[src/rtl/dcache_mem_arbiter.sv]
// Shares NUM_CHANNELS memory channels among NUM_CONSUMERS dcache fill/writeback lanes
// with round-robin grant and per-channel request/relay FSMs. Optional counters: DCACHE_ARB_STATS_EN.
module dcache_mem_arbiter #(
    parameter int ADDR_BITS     = 8,
    parameter int DATA_BITS     = 8,
    parameter int NUM_CONSUMERS = 8,
    parameter int NUM_CHANNELS  = 2
) (
    input  logic                               clk,
    input  logic                               reset,
    input  logic [NUM_CONSUMERS-1:0]           req_read_valid,
    input  logic [ADDR_BITS*NUM_CONSUMERS-1:0] req_read_address,
    output logic [NUM_CONSUMERS-1:0]           req_read_ready,
    output logic [DATA_BITS*NUM_CONSUMERS-1:0] req_read_data,
    input  logic [NUM_CONSUMERS-1:0]           req_write_valid,
    input  logic [ADDR_BITS*NUM_CONSUMERS-1:0] req_write_address,
    input  logic [DATA_BITS*NUM_CONSUMERS-1:0] req_write_data,
    output logic [NUM_CONSUMERS-1:0]           req_write_ready,
    output logic [NUM_CHANNELS-1:0]            mem_read_valid,
    output logic [ADDR_BITS*NUM_CHANNELS-1:0]  mem_read_address,
    input  logic [NUM_CHANNELS-1:0]            mem_read_ready,
    input  logic [DATA_BITS*NUM_CHANNELS-1:0]  mem_read_data,
    output logic [NUM_CHANNELS-1:0]            mem_write_valid,
    output logic [ADDR_BITS*NUM_CHANNELS-1:0]  mem_write_address,
    output logic [DATA_BITS*NUM_CHANNELS-1:0]  mem_write_data,
    input  logic [NUM_CHANNELS-1:0]            mem_write_ready
`ifdef DCACHE_ARB_STATS_EN
    ,
    output logic [15:0]                        stat_read_grants,
    output logic [15:0]                        stat_write_grants,
    output logic [15:0]                        stat_stall_cycles
`endif
);
    localparam int LANE_BITS = (NUM_CONSUMERS > 1) ? $clog2(NUM_CONSUMERS) : 1;

    typedef enum logic [2:0] {
        IDLE, READ_WAIT, WRITE_WAIT, READ_RELAY, WRITE_RELAY
    } chan_state_t;

    chan_state_t            state_reg [NUM_CHANNELS];
    chan_state_t            state_next[NUM_CHANNELS];
    logic [LANE_BITS-1:0]   owner_reg [NUM_CHANNELS];
    logic [LANE_BITS-1:0]   owner_next[NUM_CHANNELS];
    logic [ADDR_BITS-1:0]   addr_reg  [NUM_CHANNELS];
    logic [ADDR_BITS-1:0]   addr_next [NUM_CHANNELS];
    logic [DATA_BITS-1:0]   wdata_reg [NUM_CHANNELS];
    logic [DATA_BITS-1:0]   wdata_next[NUM_CHANNELS];
    logic [DATA_BITS-1:0]   rd_data_reg [NUM_CONSUMERS];
    logic [DATA_BITS-1:0]   rd_data_next[NUM_CONSUMERS];
    logic [NUM_CONSUMERS-1:0] owned_reg, owned_next;
    logic [NUM_CONSUMERS-1:0] rd_ready_reg, rd_ready_next;
    logic [NUM_CONSUMERS-1:0] wr_ready_reg, wr_ready_next;
    logic [LANE_BITS-1:0]     rr_ptr_reg, rr_ptr_next;
`ifdef DCACHE_ARB_STATS_EN
    logic [15:0] stat_rd_reg, stat_wr_reg, stat_stall_reg;
    logic [16:0] stat_rd_sum, stat_wr_sum;
    logic        stall_now;
`endif

    always_comb begin : grant_comb
        logic [NUM_CONSUMERS-1:0] taken;
        logic                     found;
        logic                     any_idle;
        int                       lane_int;
        int                       pick;
        int                       rd_cnt;
        int                       wr_cnt;
        taken         = owned_reg;
        owned_next    = owned_reg;
        rd_ready_next = rd_ready_reg;
        wr_ready_next = wr_ready_reg;
        rr_ptr_next   = rr_ptr_reg;
        any_idle      = 1'b0;
        rd_cnt        = 0;
        wr_cnt        = 0;
        found         = 1'b0;
        pick          = 0;
        lane_int      = 0;
        for (int l = 0; l < NUM_CONSUMERS; l++) begin
            rd_data_next[l] = rd_data_reg[l];
        end
        // Channels are visited in index order; 'taken' keeps a later channel off a lane
        // an earlier one grabbed this cycle.
        for (int c = 0; c < NUM_CHANNELS; c++) begin
            state_next[c] = state_reg[c];
            owner_next[c] = owner_reg[c];
            addr_next[c]  = addr_reg[c];
            wdata_next[c] = wdata_reg[c];
            found         = 1'b0;
            pick          = 0;
            case (state_reg[c])
                IDLE: begin
                    any_idle = 1'b1;
                    for (int i = 0; i < NUM_CONSUMERS; i++) begin
                        lane_int = int'(rr_ptr_reg) + i;
                        if (lane_int >= NUM_CONSUMERS) lane_int = lane_int - NUM_CONSUMERS;
                        if (!found && (req_read_valid[lane_int] || req_write_valid[lane_int])
                                   && !taken[lane_int]) begin
                            found = 1'b1;
                            pick  = lane_int;
                        end
                    end
                    if (found) begin
                        taken[pick]      = 1'b1;
                        owned_next[pick] = 1'b1;
                        owner_next[c]    = LANE_BITS'(pick);
                        rr_ptr_next      = (pick + 1 >= NUM_CONSUMERS) ? '0 : LANE_BITS'(pick + 1);
                        if (req_read_valid[pick]) begin
                            state_next[c] = READ_WAIT;
                            addr_next[c]  = req_read_address[pick*ADDR_BITS +: ADDR_BITS];
                            rd_cnt        = rd_cnt + 1;
                        end else begin
                            state_next[c] = WRITE_WAIT;
                            addr_next[c]  = req_write_address[pick*ADDR_BITS +: ADDR_BITS];
                            wdata_next[c] = req_write_data[pick*DATA_BITS +: DATA_BITS];
                            wr_cnt        = wr_cnt + 1;
                        end
                    end
                end
                READ_WAIT: if (mem_read_ready[c]) begin
                    rd_ready_next[owner_reg[c]] = 1'b1;
                    rd_data_next[owner_reg[c]]  = mem_read_data[c*DATA_BITS +: DATA_BITS];
                    state_next[c]               = READ_RELAY;
                end
                WRITE_WAIT: if (mem_write_ready[c]) begin
                    wr_ready_next[owner_reg[c]] = 1'b1;
                    state_next[c]               = WRITE_RELAY;
                end
                READ_RELAY: if (!req_read_valid[owner_reg[c]]) begin
                    rd_ready_next[owner_reg[c]] = 1'b0;
                    owned_next[owner_reg[c]]    = 1'b0;
                    state_next[c]               = IDLE;
                end
                WRITE_RELAY: if (!req_write_valid[owner_reg[c]]) begin
                    wr_ready_next[owner_reg[c]] = 1'b0;
                    owned_next[owner_reg[c]]    = 1'b0;
                    state_next[c]               = IDLE;
                end
                default: state_next[c] = IDLE;
            endcase
        end
`ifdef DCACHE_ARB_STATS_EN
        stat_rd_sum = {1'b0, stat_rd_reg} + 17'(rd_cnt);
        stat_wr_sum = {1'b0, stat_wr_reg} + 17'(wr_cnt);
        stall_now   = (|((req_read_valid | req_write_valid) & ~owned_reg)) && !any_idle;
`endif
    end

    always_ff @(posedge clk or posedge reset) begin
        if (reset) begin
            owned_reg    <= '0;
            rd_ready_reg <= '0;
            wr_ready_reg <= '0;
            rr_ptr_reg   <= '0;
            for (int c = 0; c < NUM_CHANNELS; c++) begin
                state_reg[c] <= IDLE;
                owner_reg[c] <= '0;
                addr_reg[c]  <= '0;
                wdata_reg[c] <= '0;
            end
            for (int l = 0; l < NUM_CONSUMERS; l++) rd_data_reg[l] <= '0;
        end else begin
            owned_reg    <= owned_next;
            rd_ready_reg <= rd_ready_next;
            wr_ready_reg <= wr_ready_next;
            rr_ptr_reg   <= rr_ptr_next;
            for (int c = 0; c < NUM_CHANNELS; c++) begin
                state_reg[c] <= state_next[c];
                owner_reg[c] <= owner_next[c];
                addr_reg[c]  <= addr_next[c];
                wdata_reg[c] <= wdata_next[c];
            end
            for (int l = 0; l < NUM_CONSUMERS; l++) rd_data_reg[l] <= rd_data_next[l];
        end
    end

`ifdef DCACHE_ARB_STATS_EN
    always_ff @(posedge clk or posedge reset) begin
        if (reset) begin
            stat_rd_reg    <= '0;
            stat_wr_reg    <= '0;
            stat_stall_reg <= '0;
        end else begin
            stat_rd_reg <= stat_rd_sum[16] ? 16'hFFFF : stat_rd_sum[15:0];
            stat_wr_reg <= stat_wr_sum[16] ? 16'hFFFF : stat_wr_sum[15:0];
            if (stall_now && stat_stall_reg != 16'hFFFF) stat_stall_reg <= stat_stall_reg + 16'd1;
        end
    end
    assign stat_read_grants  = stat_rd_reg;
    assign stat_write_grants = stat_wr_reg;
    assign stat_stall_cycles = stat_stall_reg;
`endif

    genvar gi;
    generate
        for (gi = 0; gi < NUM_CHANNELS; gi++) begin : g_chan
            assign mem_read_valid[gi]                              = (state_reg[gi] == READ_WAIT);
            assign mem_write_valid[gi]                             = (state_reg[gi] == WRITE_WAIT);
            assign mem_read_address[gi*ADDR_BITS +: ADDR_BITS]     = addr_reg[gi];
            assign mem_write_address[gi*ADDR_BITS +: ADDR_BITS]    = addr_reg[gi];
            assign mem_write_data[gi*DATA_BITS +: DATA_BITS]       = wdata_reg[gi];
        end
        for (gi = 0; gi < NUM_CONSUMERS; gi++) begin : g_lane
            assign req_read_data[gi*DATA_BITS +: DATA_BITS] = rd_data_reg[gi];
        end
    endgenerate

    assign req_read_ready  = rd_ready_reg;
    assign req_write_ready = wr_ready_reg;
endmodule

[config.mk]
export PLATFORM = sky130hd
export DESIGN_NAME = dcache_mem_arbiter
export DESIGN_NICKNAME = d
export VERILOG_FILES = /design/src/rtl/dcache_mem_arbiter.sv
export SDC_FILE = /design/constraint.sdc
export NUM_CORES = 1
export LEC_CHECK = 0
export CAP_MARGIN = 20
export CELL_PAD_IN_SITES_DETAIL_PLACEMENT = 0
export CELL_PAD_IN_SITES_GLOBAL_PLACEMENT = 2
export CORE_MARGIN = 8
export CORE_UTILIZATION = 30
export DETAILED_ROUTE_END_ITERATION = 8
export PLACE_DENSITY = 0.88
export SYNTH_ARGS = -nofsm -noshare
export SYNTH_HDL_FRONTEND = slang
export SYNTH_SLANG_ARGS = --single-unit
[constraint.sdc]
create_clock -name clk -period 19.4 [get_ports clk]
set_clock_uncertainty 0.2 [all_clocks]
set_input_delay 3.88 -clock clk [delete_from_list [all_inputs] [get_ports clk]]
set_output_delay 3.88 -clock clk [all_outputs]
set_load 0.02 [all_outputs]
==> results of run 1 <==
logic make-up after synthesis:
| family | Yosys count | share of synthesized area (%) |
|---|---|---|
| simple gates | 774 | 27.12 |
| compound gates | 515 | 27.33 |
| buf+inv | 177 | 6.272 |
| mux | 144 | 11.67 |
| flops | 135 | 25.20 |
| fa+ha+maj | 20 | 1.867 |
| xor+xnor | 8 | 0.5227 |
| other cells | 1 | 0.02797 |
cell usage after synthesis, types with 9 or more instances:
cell,count
nand2_1,334
nor2_1,153
dfrtp_1,135
o21ai_0,117
mux2i_1,109
a21oi_1,105
nand3_1,93
clkbuf_1,92
o22ai_1,41
and3_1,36
a22o_1,28
a311oi_1,28
buf_4,25
nor3_1,25
mux2_2,22
a31oi_1,21
ha_1,20
buf_1,18
nand4_1,18
buf_2,17
a211oi_1,16
a22oi_1,15
or3_1,14
and2_1,13
and4_1,9
nor3b_1,9
o221ai_1,9
or2_2,9
metrics by stage:
step / std cells / hold slack (ns) / cell area [sq um]
finish: 2639 / 0.2865 / 17880
global route: 2639 / 0.3169 / 17880
CTS: 2634 / 0.2940 / 17870
detailed placement: 2602 / 0.2779 / 17250
global placement: 2601 / 0.2635 / 17240
floorplan: 1784 / 0.3619 / 13440
final cells by class:
type	instances	area, sq um
Inverter	16	65.06
Sequential cell	135	3378
Fill cell	4597	26240
Multi-Input combinational cell	1472	9255
Tap cell	592	740.7
Antenna cell	5	12.51
Clock inverter	15	196.4
Timing Repair Buffer	387	3809
Clock buffer	17	425.4
placed cells by master, fill, tap and decap left out, types with 11 or more instances in the layout:
cell type / count
ha_1: 20
o22ai_1: 41
a31oi_1: 21
nor3_1: 25
a22o_1: 28
nand4_1: 18
dfrtp_1: 135
and2_1: 13
buf_4: 26
a22oi_1: 15
or3_1: 14
a211oi_1: 16
o21ai_0: 116
nand2_1: 333
clkbuf_16: 17
clkdlybuf4s50_1: 361
conb_1: 11
and3_1: 36
nor2_1: 152
a311oi_1: 28
nand3_1: 93
mux2i_1: 109
mux2_2: 22
a21oi_1: 105
final timing paths:
check                                         from              endpoint  slack [ns]
worst max-delay path             req_read_valid[4]  mem_read_address[14]        6.77
worst min-delay path            mem_write_data[11]    mem_write_data[11]        0.29
worst max register to register       rr_ptr_reg[1]  mem_read_address[14]        9.62
worst min register to register  mem_write_data[11]    mem_write_data[11]        0.29
max in group asynchronous                    reset   mem_read_address[4]       14.01
min in group asynchronous                    reset          state_reg[5]        3.79
worst register-to-register path: cells and delay by family (launching register included):
| family | cells | cell delay [ns] |
|---|---|---|
| fa+ha+maj | 1 | 0.54 |
| flops | 1 | 0.32 |
| mux | 2 | 0.90 |
| compound gates | 12 | 3.34 |
| buf+inv | 8 | 2.40 |
| simple gates | 5 | 2.04 |
metal layers:
layer  track usage, %  vias to the layer above  share of wire (%)
li1                 -                     7085                  -
met4            10.12                        4                4.0
met5                0                        -              0.041
met1            31.76                     7357                 41
met2            39.79                      848                 47
met3            4.998                      168                8.2
==> key figures, run 1 <==
Synthesis
  • Synth Flop Type: dfrtp_1
  • FFs w/ async S/R, synth: 100.0%
  • Number of synthesized flops with an enable pin: 0
  • Top cell type's share of synthesized area: around a quarter
  • Synth warnings: 0
  • Post-synth top area cell: dfrtp_1
  • Synthesized flop and latch total: 135
  • Sequential area share after synthesis: approximately a quarter
  • Cell variety after synth: between 100 and 150
  • Cell area after synthesis: roughly 13,000 sq um
  • Gate count after technology mapping: around 1,800
  • Top cells by area, synth: dfrtp_1 (25%), nand2_1 (9.4%), mux2i_1 (8.1%)
  • Mean Syn Cell Area: about 7.6 sq um

Global routing
  • Largest net degree at the start of global routing: 97
  • Gr ovfl total: 0
  • Vias in the first global route: about 15,000
  • First-pass GRT wire length: 97,480 um
  • Initial antenna violation count: 8
  • All-layer global routing usage: between 20% and 30%

Setup path
  • Max incr delay on CP: between 0.7 and 0.8 ns
  • CP endpoint kind: flip-flop
  • Worst-case reg-to-reg path depth: 28
  • WS Path Type: primary input to flip-flop
  • Critical path's top delay family: compound AO/OA/AOI/OAI gates
  • Nature of the critical path startpoint: primary input
  • CP bufs+invs: 6
  • Crit-path max FO: 54
  • CP dominant cell by count: buf_4
  • CP Depth: 26
  • Critical Path RT: approximately 20 ns
  • CP max stage cell: clkdlybuf4s50_1
  • Arr. time, crit path: approximately 13 ns

Floorplan
  • Core footprint: about 44,000 sq um
  • Boundary Pins: about 360
  • Die W: 227.4 um
  • Rows: 77
  • Die outline height: approximately 230 um
  • Die outline area: 51,710 sq um
  • Starting Density: between 30% and 40%

CTS
  • CTS sink count: about 140
  • Num CTS Buffers: 17
  • Clock Root Buffer: clkbuf_16
  • CTS tree: built
  • Post-cts resize count: 0
  • Maximum level of the CTS H-tree: 4
  • CTS Hold Bufs: 0
  • Clock Tree Buf Depth: 2
  • Clock Latency Late Sink: roughly 0.43 ns
  • Clock transition at path regs: roughly 0.070 ns
  • Post-CTS setup buffer count: 0

Run
  • Max cap viols: 0

Detailed routing
  • Via count: between 15,000 and 20,000
  • DRC: 0
  • Iteration-0 DRC Markers: 1,505
  • Drt via density: just under 6
  • TritonRoute pass-1 iters: 6
  • Routed length per placed instance: around 25 um
  • Antenna viol nets, final: 0
  • Post-Route WL: ~66,000 um

Final layout
  • Core Util, Final: 40.53%
  • Layout cells sized above 1: ~7.5%
  • Number of flip-flops in the largest register: between 60 and 70
  • Area delta synth->final: 33.38%
  • Fin nets: roughly 2,300

Placed design
  • IO buf count: around 360
  • GP Congestion: ~0.96
  • DP Worst Slack: 6.392 ns
  • HPWL reported at the end of detailed placement: around 50,000 um

Worst hold path
  • Hold Crit Class: flip-flop to flip-flop
  • Cells on Worst Hold Path: 2

STA
  • RSZ-0062 raised after global routing: no
  • Final Cycle Share: about two thirds
  • Fin crit period: ~13 ns
  • Setup-failing EPs final: 0
  • Setup TNS: 0 ns
  • Final hold viol count: 0
  • Worst-margin pin slew: 1.163 ns
  • Fmax: between 0.07 and 0.08 GHz
  • Max_slew headroom: 22.21%
  • Slew Viols, Final: 0
  • Setup slack after layout: between 6 and 7 ns

Run status
  • Outcome: completed
Power of run 1 is not shown: default switching activity piles up to over one toggle a cycle in this logic, so the estimate is an artifact.
==> run 2, diff against run 1 <==
--- a/config.mk
+++ b/config.mk
@@ -9,9 +9,9 @@
 export CELL_PAD_IN_SITES_DETAIL_PLACEMENT = 0
 export CELL_PAD_IN_SITES_GLOBAL_PLACEMENT = 2
 export CORE_MARGIN = 8
-export CORE_UTILIZATION = 30
+export CORE_UTILIZATION = 28
 export DETAILED_ROUTE_END_ITERATION = 8
-export PLACE_DENSITY = 0.88
+export PLACE_DENSITY = 0.83
 export SYNTH_ARGS = -nofsm -noshare
 export SYNTH_HDL_FRONTEND = slang
 export SYNTH_SLANG_ARGS = --single-unit
==> constraint.sdc (replaced) <==
create_clock -name clk -period 11.8 [get_ports clk]
set_clock_uncertainty 0.2 [all_clocks]
set_input_delay 2.36 -clock clk [delete_from_list [all_inputs] [get_ports clk]]
set_output_delay 2.36 -clock clk [all_outputs]
set_load 0.02 [all_outputs]
==> run 2 against run 1 <==
  * Hold slack lost 0.0027 ns
  * Critical path type unchanged
  * Critical path depth shrank 4
  * Core utilization shrank 3.0 points
  * Routed wire length grew 3.6%
  * Largest cell class unchanged
  * Critical endpoint is now mem_read_address[8]
==> key figures, run 2 (same netlist as run 1, synthesis figures left out) <==
Floorplan
  • Die W: 234.8 um (+3.3%)
  • Core footprint: 47,550 sq um (+7.8%)
  • Boundary Pins: 362 (unchanged)
  • Die outline height: 234.8 um (+3.3%)
  • Starting Density: 28.20% (-2.2 points)
  • Rows: 80 (+3.9%)
  • Die outline area: 55,140 sq um (+6.6%)

CTS
  • Post-CTS setup buffer count: 0 (unchanged)
  • CTS sink count: 135 (unchanged)
  • Post-cts resize count: 0 (unchanged)
  • Clock Root Buffer: clkbuf_16
  • CTS Hold Bufs: 0 (unchanged)
  • Num CTS Buffers: 17 (unchanged)
  • CTS tree: built
  • Maximum level of the CTS H-tree: 4 (unchanged)
  • Clock transition at path regs: 0.07 ns (about the same)
  • Clock Latency Late Sink: 0.44 ns (about the same)
  • Clock Tree Buf Depth: 2 (unchanged)

Placed design
  • GP Congestion: 0.9205 (-4.5%)
  • HPWL reported at the end of detailed placement: 53,020 um (+4.5%)
  • IO buf count: 361 (unchanged)

STA
  • Slew Viols, Final: 0 (unchanged)
  • Fin crit period: around 11 ns
  • Setup TNS: 0 ns (unchanged)
  • Worst-margin pin slew: 1.109 ns (-0.05429 ns)
  • Final Cycle Share: between 90% and 100%
  • Setup-failing EPs final: 0 (unchanged)
  • Final hold viol count: 0 (unchanged)
  • Fmax: slightly above 0.09 GHz
  • Max_slew headroom: 25.84% (+3.6 points)
  • RSZ-0062 raised after global routing: no

Setup path
  • Critical Path RT: 11.98 ns (-7.59 ns)
  • WS Path Type: primary input to flip-flop
  • Crit-path max FO: 57 (+5.6%)
  • Nature of the critical path startpoint: primary input
  • CP endpoint kind: flip-flop
  • Worst setup path startpoint: req_read_valid[4]
  • Worst-case reg-to-reg path depth: 25 (-11%)
  • Arr. time, crit path: 10.88 ns (-1.92 ns)
  • Worst R2R End: mem_read_address[8]
  • R2r setup slk: 2.00 ns (-7.62 ns)
  • End of the critical path: mem_read_address[8]
  • Worst r2r src: rr_ptr_reg[1]

Run status
  • Outcome: completed

Detailed routing
  • Via count: 15,410 (-0.34%)
  • Drt via density: 5.802 (-0.98%)
  • Iteration-0 DRC Markers: 1,537 (+2.1%)
  • Post-Route WL: 68,550 um (+3.6%)
  • Antenna viol nets, final: 0 (unchanged)
  • Routed length per placed instance: 25.81 um (+2.9%)
  • DRC: 0 (unchanged)
  • TritonRoute pass-1 iters: 6 (unchanged)

Global routing
  • Initial antenna violation count: 5 (-3)
  • Gr ovfl total: 0 (unchanged)
  • First-pass GRT wire length: 101,400 um (+4.1%)
  • All-layer global routing usage: 23.70% (-0.91 points)
  • Vias in the first global route: 15,190 (-0.50%)
  • Largest net degree at the start of global routing: 69 (-29%)

Final layout
  • Seq. cell area: 3378 sq um (unchanged)
  • Fillers: 4,876 (+6.1%)
  • Fin nets: 2,276 (-0.13%)
  • Area delta synth->final: 33.21%
  • Commonest non-fill, non-tap cell in the layout: clkdlybuf4s50_1
  • Number of flip-flops in the largest register: 64 (unchanged)
  • Most frequent cells in the layout: clkdlybuf4s50_1 (361), nand2_1 (333), nor2_1 (152)
  • Multi-input logic area: 9255 sq um (unchanged)
  • Layout cells sized above 1: 7.357% (-0.14 points)
  • Core Util, Final: 37.56% (-3.0 points)

Worst hold path
  • Hold Crit Class: flip-flop to flip-flop

Run
  • Max cap viols: 0 (unchanged)
==> run 2: routing by layer <==
layer | wire, um | share of wire (%) | GRT usage, % | vias up
met3 | 4910 | 7.2 | 5.770 | 128
met5 | 32 | 0.047 | 0 | -
li1 | - | - | - | 7076
met4 | 2248 | 3.3 | 8.284 | 6
met2 | 32340 | 47 | 39.71 | 772
met1 | 29020 | 42 | 29.40 | 7427
==> run 2: worst min path at each step <==
stage,from,endpoint,slack (ns),cells past startpoint
2_1_floorplan,state_reg[0],state_reg[2],0.36,3
3_3_place_gp,mem_write_data[13],mem_write_data[13],0.26,2
6_report,mem_write_data[9],mem_write_data[9],0.28,2
3_5_place_dp,mem_write_data[8],mem_write_data[8],0.27,2
4_1_cts,mem_write_data[8],mem_write_data[8],0.29,2
5_1_grt,mem_write_data[8],mem_write_data[8],0.31,2
==> run 2: worst max-delay path, cell delays in order <==
cell             delay [ns]
clkdlybuf4s50_1        0.70
nor4b_1                0.10
or4_1                  0.71
mux2_2                 0.41
o21ai_4                0.31
or3_1                  0.22
nor4_1                 0.08
a21oi_2                0.60
and2_4                 0.77
a41oi_1                0.28
o22ai_1                0.51
nor2b_1                0.35
nand4_1                0.20
a31oi_4                0.44
inv_2                  0.30
nor3_2                 0.48
a32o_2                 0.51
nor2_4                 0.19
nor3_1                 0.73
a2111oi_0              0.31
nand3_1                0.15
a22o_1                 0.13
==> run 2: final cells by class <==
type,instances,share of cell area (%)
Antenna cell,2,0.02802
Clock buffer,17,2.382
Clock inverter,15,0.9808
Inverter,16,0.3643
Multi-Input combinational cell,1472,51.82
Sequential cell,135,18.92
Tap cell,615,4.309
Timing Repair Buffer,384,21.20
==> run 2: metrics by stage <==
| stage | hold slack, ns | worst slack (ns) | area (sq um) | cells |
|---|---|---|---|---|
| after floorplan | 0.3619 | 3.002 | 13440 | 1784 |
| after global placement | 0.2634 | 1.116 | 17250 | 2622 |
| after detailed placement | 0.2700 | 0.7843 | 17250 | 2622 |
| after CTS | 0.2875 | 1.276 | 17850 | 2654 |
| after global routing | 0.3058 | 0.6719 | 17850 | 2654 |
| final | 0.2839 | 1.098 | 17860 | 2656 |
Power of run 2 is left out for the same reason.
